==> src/rtl/lcd_pkg.sv <==
// Shared constants and encodings for the 2x16 LCD character arbiter.
package lcd_pkg;

    localparam int LCD_CELLS  = 32;
    localparam int ROW2_BASE  = 16;
    localparam int CELL_IDX_W = $clog2(LCD_CELLS);
    localparam int CHAR_W     = 8;
    localparam int FRAME_W    = LCD_CELLS * CHAR_W;

    localparam logic [CHAR_W-1:0] BLANK_CHAR_DEF = 8'h20;

    typedef enum logic {
        ARB   = 1'b0,
        CLEAR = 1'b1
    } arb_state_e;

    typedef enum logic {
        GRANT_A = 1'b0,
        GRANT_B = 1'b1
    } grant_e;

endpackage

==> src/rtl/lcd_char_arbiter_if.sv <==
// Requester, clear and frame signals of the LCD character arbiter.
// clr_req exists only when LCD_ARB_CLEAR_EN is defined.
interface lcd_char_arbiter_if;

    logic                                  a_valid;
    logic [lcd_pkg::CELL_IDX_W-1:0]        a_addr;
    logic [lcd_pkg::CHAR_W-1:0]            a_char;
    logic                                  a_ready;
    logic                                  b_valid;
    logic [lcd_pkg::CELL_IDX_W-1:0]        b_addr;
    logic [lcd_pkg::CHAR_W-1:0]            b_char;
    logic                                  b_ready;
`ifdef LCD_ARB_CLEAR_EN
    logic                                  clr_req;
`endif
    logic [lcd_pkg::FRAME_W-1:0]           char_out;
    logic                                  busy;
    logic                                  wr_pulse;

    modport master (
`ifdef LCD_ARB_CLEAR_EN
        output clr_req,
`endif
        output a_valid, a_addr, a_char,
        output b_valid, b_addr, b_char,
        input  a_ready, b_ready,
        input  char_out, busy, wr_pulse
    );

    modport slave (
`ifdef LCD_ARB_CLEAR_EN
        input  clr_req,
`endif
        input  a_valid, a_addr, a_char,
        input  b_valid, b_addr, b_char,
        output a_ready, b_ready,
        output char_out, busy, wr_pulse
    );

endinterface

==> src/rtl/lcd_rr_arb2.sv <==
// Two-way round-robin grant with last_grant history; grants are combinational,
// history advances only on an accepted write.
module lcd_rr_arb2
    import lcd_pkg::*;
(
    input  logic clk,
    input  logic reset,
    input  logic en,
    input  logic a_valid,
    input  logic b_valid,
    output logic a_grant,
    output logic b_grant
);

    grant_e last_grant;

    // On a tie the requester that did not win last time goes first.
    assign a_grant = en && a_valid && (!b_valid || (last_grant == GRANT_B));
    assign b_grant = en && b_valid && (!a_valid || (last_grant == GRANT_A));

    // NOTE: sequential state uses non-blocking assignments so every register
    // samples pre-edge values regardless of statement order.
    always_ff @(posedge clk) begin
        if (reset) begin
            last_grant <= GRANT_B;
        end else if (a_grant) begin
            last_grant <= GRANT_A;
        end else if (b_grant) begin
            last_grant <= GRANT_B;
        end
    end

endmodule

==> src/rtl/lcd_char_arbiter.sv <==
// 32-cell LCD character buffer shared by two round-robin requesters.
// Optional whole-buffer clear sweep is built when LCD_ARB_CLEAR_EN is defined.
module lcd_char_arbiter
    import lcd_pkg::*;
#(
    parameter logic [CHAR_W-1:0] BLANK_CHAR    = BLANK_CHAR_DEF,
    parameter int                CLR_ROW_SPLIT = ROW2_BASE
) (
    input  logic           clk,
    input  logic           reset,
    lcd_char_arbiter_if.slave bus
);

    if (CLR_ROW_SPLIT < 1 || CLR_ROW_SPLIT >= LCD_CELLS) begin : g_bad_split
        $error("CLR_ROW_SPLIT must lie inside the cell range");
    end

    arb_state_e                       state;
    logic [LCD_CELLS-1:0][CHAR_W-1:0] cells;
    logic                             wr_pulse_q;
    logic                             arb_en;
    logic                             a_grant;
    logic                             b_grant;
    logic [CELL_IDX_W-1:0]            wr_addr;
    logic [CHAR_W-1:0]                wr_char;

`ifdef LCD_ARB_CLEAR_EN
    logic                  busy_q;
    logic [CELL_IDX_W-1:0] clr_idx;
    logic                  clr_start;

    assign clr_start = (state == ARB) && bus.clr_req;
    assign arb_en    = !reset && (state == ARB) && !bus.clr_req;
    assign bus.busy  = busy_q;
`else
    assign arb_en    = !reset && (state == ARB);
    assign bus.busy  = 1'b0;
`endif

    lcd_rr_arb2 u_rr_arb2 (
        .clk     (clk),
        .reset   (reset),
        .en      (arb_en),
        .a_valid (bus.a_valid),
        .b_valid (bus.b_valid),
        .a_grant (a_grant),
        .b_grant (b_grant)
    );

    assign bus.a_ready  = a_grant;
    assign bus.b_ready  = b_grant;
    assign wr_addr      = a_grant ? bus.a_addr : bus.b_addr;
    assign wr_char      = a_grant ? bus.a_char : bus.b_char;
    assign bus.char_out = cells;
    assign bus.wr_pulse = wr_pulse_q;

    always_ff @(posedge clk) begin
        if (reset) begin
            // NOTE: the cell buffer is a register file, not a RAM, so every cell
            // is reset to BLANK_CHAR; a memory macro could not be cleared this way.
            cells      <= {LCD_CELLS{BLANK_CHAR}};
            state      <= ARB;
            wr_pulse_q <= 1'b0;
`ifdef LCD_ARB_CLEAR_EN
            busy_q     <= 1'b0;
            clr_idx    <= '0;
`endif
        end else begin
            wr_pulse_q <= 1'b0;
            unique case (state)
                ARB: begin
`ifdef LCD_ARB_CLEAR_EN
                    if (clr_start) begin
                        state   <= CLEAR;
                        busy_q  <= 1'b1;
                        clr_idx <= '0;
                    end else
`endif
                    if (a_grant || b_grant) begin
                        cells[wr_addr] <= wr_char;
                        wr_pulse_q     <= 1'b1;
                    end
                end
`ifdef LCD_ARB_CLEAR_EN
                CLEAR: begin
                    cells[clr_idx] <= BLANK_CHAR;
                    // The sweep reports completion once, after the last cell.
                    if (clr_idx == CELL_IDX_W'(LCD_CELLS - 1)) begin
                        state      <= ARB;
                        busy_q     <= 1'b0;
                        wr_pulse_q <= 1'b1;
                    end else begin
                        clr_idx <= clr_idx + 1'b1;
                    end
                end
`endif
                default: state <= ARB;
            endcase
        end
    end

endmodule

==> src/flat_wrapper.sv <==
// flat-port wrapper written by rule: the top's interface ports become plain ports
module lcd_char_arbiter_flat import lcd_pkg::*;
#(
    parameter logic [CHAR_W-1:0] BLANK_CHAR    = BLANK_CHAR_DEF,
    parameter int                CLR_ROW_SPLIT = ROW2_BASE
)
  (clk, reset, bus_a_valid, bus_a_addr, bus_a_char, bus_b_valid, bus_b_addr, bus_b_char, bus_a_ready, bus_b_ready, bus_char_out, bus_busy, bus_wr_pulse);
  lcd_char_arbiter_if bus_i ();
  input  logic clk;
  input  logic reset;
  input wire logic [$bits(bus_i.a_valid)-1:0] bus_a_valid;
  input wire logic [$bits(bus_i.a_addr)-1:0] bus_a_addr;
  input wire logic [$bits(bus_i.a_char)-1:0] bus_a_char;
  input wire logic [$bits(bus_i.b_valid)-1:0] bus_b_valid;
  input wire logic [$bits(bus_i.b_addr)-1:0] bus_b_addr;
  input wire logic [$bits(bus_i.b_char)-1:0] bus_b_char;
  output wire logic [$bits(bus_i.a_ready)-1:0] bus_a_ready;
  output wire logic [$bits(bus_i.b_ready)-1:0] bus_b_ready;
  output wire logic [$bits(bus_i.char_out)-1:0] bus_char_out;
  output wire logic [$bits(bus_i.busy)-1:0] bus_busy;
  output wire logic [$bits(bus_i.wr_pulse)-1:0] bus_wr_pulse;
  assign bus_i.a_valid = bus_a_valid;
  assign bus_i.a_addr = bus_a_addr;
  assign bus_i.a_char = bus_a_char;
  assign bus_i.b_valid = bus_b_valid;
  assign bus_i.b_addr = bus_b_addr;
  assign bus_i.b_char = bus_b_char;
  assign bus_a_ready = bus_i.a_ready;
  assign bus_b_ready = bus_i.b_ready;
  assign bus_char_out = bus_i.char_out;
  assign bus_busy = bus_i.busy;
  assign bus_wr_pulse = bus_i.wr_pulse;
  lcd_char_arbiter #(.BLANK_CHAR(BLANK_CHAR), .CLR_ROW_SPLIT(CLR_ROW_SPLIT)) u_core (.clk(clk), .reset(reset), .bus(bus_i));
endmodule
==> config.mk <==
export PLATFORM = sky130hd
export DESIGN_NAME = lcd_char_arbiter_flat
export DESIGN_NICKNAME = d
export VERILOG_FILES = /design/src/rtl/lcd_pkg.sv /design/src/rtl/lcd_char_arbiter_if.sv /design/src/rtl/lcd_rr_arb2.sv /design/src/rtl/lcd_char_arbiter.sv /design/src/flat_wrapper.sv
export SDC_FILE = /design/constraint.sdc
export NUM_CORES = 1
export LEC_CHECK = 0
export BUFFER_PORTS_ARGS = -buffer_cell sky130_fd_sc_hd__buf_4
export CAP_MARGIN = 30
export CORE_ASPECT_RATIO = 1.4
export CORE_MARGIN = 2
export CORE_UTILIZATION = 45
export CTS_CLUSTER_SIZE = 8
export DETAILED_ROUTE_END_ITERATION = 8
export HOLD_SLACK_MARGIN = 0.12
export PLACE_DENSITY_LB_ADDON = 0.3
export SLEW_MARGIN = 25
export SYNTH_ARGS = -nofsm -noshare
export SYNTH_HDL_FRONTEND = slang
export SYNTH_HIERARCHICAL = 1
export SYNTH_SLANG_ARGS = --single-unit
==> constraint.sdc <==
create_clock -name clk -period 8.08 [get_ports clk]
set_input_delay 0.404 -clock clk [delete_from_list [all_inputs] [get_ports clk]]
set_output_delay 0.404 -clock clk [all_outputs]
set_load 0.1 [all_outputs]
==> results.sh <==
export IMPL_status="finished, final reports clean"
export IMPL_p_per_area_mw_per_mm2=214.2
export IMPL_slew_violations=0
export IMPL_synth_ff_type="dfxtp_1"
export IMPL_peakVddDrop_mv=0.1405
export IMPL_grt_pass1_vias=7662
export IMPL_hold_viol=0
export IMPL_drt_iter0_drc=337
export IMPL_grt_pass1_wl_um=43860
export IMPL_hp_class="input pin to flip-flop"
export IMPL_crit_arrival_ns=3.54
export IMPL_io_pins=290
export IMPL_syn_inst=928
export IMPL_via_per_inst=5.113
export IMPL_routed_wirelength_um=28700
export IMPL_synth_top_area_share_pct=51.43
export IMPL_track_usage_pct=24.00
export IMPL_fin_crit_ns=3.187
export IMPL_clk_pin_slew_ns=0.05
export IMPL_num_vias=7634
export IMPL_filler_cell_count=1820
export IMPL_postCtsSetupBuffers=0
export IMPL_synthTopCellsByArea="dfxtp_1 (51%), mux2i_1 (26%), nand2_1 (8.7%)"
export IMPL_overflow=0
export IMPL_cp_end_kind="flip-flop"
export IMPL_avgSynthCellArea_um2=10.82
export IMPL_postCtsResizedCells=0
export IMPL_fin_setup_tns_ns=0
export IMPL_fp_dieH_um=180.8
export IMPL_n_antenna_cell=0
export IMPL_synth_nets=958
export IMPL_cp_slowest_cell="nand2_1"
export IMPL_placed_cells=1452
export IMPL_gp_congestion=0.7746
export IMPL_finalSetupViolCount=0
export IMPL_die_w_um=130.3
export IMPL_leakage_nw=6.972
export IMPL_clk_latency_ns=0.50
export IMPL_power_w=0.002869
export IMPL_antenna_found_initial=0
export IMPL_initial_core_util_pct=45.94
export IMPL_yosysMostFrequentCell="dfxtp_1"
export IMPL_crit_buf_inv=4
export IMPL_cts_made_buffers=38
export IMPL_rsz0062_at_grt="no"
export IMPL_finalWorstSetupSlack_ns=4.893
export IMPL_drc=0
export IMPL_fin_worst_skew_ns=0.01136
export IMPL_ys_warn_count=6
export IMPL_synth_area_mm2=0.01004
export IMPL_cp_start_kind="input pin"
export IMPL_core_mm2=0.02186
export IMPL_syn_to_final_growth_pct=33.38
export IMPL_dp_hpwl_um=18830
export IMPL_ctsHoldBuffers=0
export IMPL_async_flop_share_pct=0
export IMPL_pre_cts_slack_ns=4.343
export IMPL_max_clock_freq_ghz=0.3138
export IMPL_yosysTopAreaCell="dfxtp_1"
export IMPL_h_tree_depth=2
export IMPL_cp_cell_sequence="buf_4 > inv_6 > nand2_1 > a21oi_4 > buf_4 > mux2_2 > nand2_1 > buf_4 > mux2i_1"
export IMPL_ys_types=35
export IMPL_cts_root_buf="clkbuf_16"
export IMPL_worst_slew_pin_slew_ns=0.9467
export IMPL_io_buffers=288
export IMPL_die_area_mm2=0.02354
export IMPL_critPathRequiredTime_ns=8.44
export IMPL_grt_max_degree=83
export IMPL_clk_path_buf_depth=3
export IMPL_num_rows=64
export IMPL_slew_headroom_pct=36.61
export IMPL_worst_setup_path_type="input pin to flip-flop"
export IMPL_crit_top_cell="buf_4"
export IMPL_fin_cells=1493
export IMPL_maxCapViolations=0
export IMPL_drive_gt1_share_pct=33.36
export IMPL_crit_fanout=82
export IMPL_fin_nets=1225
export IMPL_ant_nets=0
export IMPL_synthTopCellsByCount="dfxtp_1 (258), mux2i_1 (256), nand2_1 (233), buf_2 (35), nor2_1 (34)"
export IMPL_wl_per_cell_um=19.22
export IMPL_worst_path_dominant_cell_family="buffers and inverters"
export IMPL_cts_tree="built"
export IMPL_cts_sinks=258
export IMPL_yosysSeqAreaShare_pct=51.43
export IMPL_ys_ff_latch=258
export IMPL_finalCritPeriodShare_pct=39.44
export IMPL_synth_edf_count=0
export IMPL_dr_pass1_iters=4
export IMPL_slowest_delay_ns=0.64
per-layer routing:
| metal | vias to the layer above | part of all wire (%) | GRT usage, % |
|---|---|---|---|
| met5 | - | 0 | 0 |
| li1 | 3649 | - | - |
| met4 | 0 | 3.6 | 9.720 |
| met3 | 57 | 6.6 | 6.011 |
| met2 | 233 | 49 | 40.40 |
| met1 | 3695 | 41 | 29.01 |
state kept, by name, indices dropped and copies added (netlist names):
register,cells
u_core/bus.wr_pulse,1
u_core/bus.char_out,256
u_core/u_rr_arb2/last_grant,1
final timing paths:
check | to | startpoint | depth (start not counted) | slack, ns
setup / recovery | u_core/bus.char_out[185] | reset | 9 | 4.89
hold / removal | u_core/u_rr_arb2/last_grant | bus_b_valid | 3 | 0.30
setup reg to reg | u_core/bus.char_out[185] | u_core/u_rr_arb2/last_grant | 7 | 5.34
hold reg to reg | u_core/bus.char_out[120] | u_core/bus.char_out[120] | 2 | 0.46
power by group:
part / internal (W) / switching [W] / total, W
registers: 0.00128 / 0.00000524 / 0.00129
clock network: 0.000844 / 0.000516 / 0.00136
logic: 0.0000518 / 0.000167 / 0.000219
stage by stage:
stage	hold WS, ns	instance area [um2]	utilization, %
finish	0.3043	13390	61.27
global route	0.3137	13390	61.27
CTS	0.2763	13380	61.21
detailed placement	0.4500	12390	56.67
global placement	0.4430	12390	56.67
floorplan	0.4740	10040	-
worst reg2reg max path: stages, from the launching register on:
cell and delay (ns):
dfxtp_1 0.36, inv_1 0.08, a21oi_4 0.11, buf_4 0.42
mux2_2 0.42, nand2_1 0.64, buf_4 0.42, mux2i_1 0.14
cells in the final DEF, fill, tap and decap left out, drive strengths merged, types with 2 or more instances in the layout:
cell,count
buf,302
dfxtp,258
mux2i,256
nand2,233
clkbuf,39
nor2,34
o22ai,25
mux2,7
nor4b,5
and4b,4
and4bb,4
nor4bb,4
and3b,3
o22a,3
a2bb2oi,3
inv,3
a21oi,2
logic make-up after synthesis:
| logic type | synth area share, % |
|---|---|
| simple gates | 13.23 |
| mux | 26.30 |
| flops | 51.43 |
| buf+inv | 3.626 |
| compound gates | 5.370 |
| other cells | 0.03734 |
layout make-up:
class	instances	area [um2]	area share (%)
clock buffer	39	975.9	7.286
clock inverter	2	17.52	0.1308
inverter	2	12.51	0.09341
multi-input combinational	593	4584	34.23
sequential	258	5165	38.56
tap	297	371.6	2.774
timing repair buffer	302	2267	16.93
(Power assumes the default switching activity.)
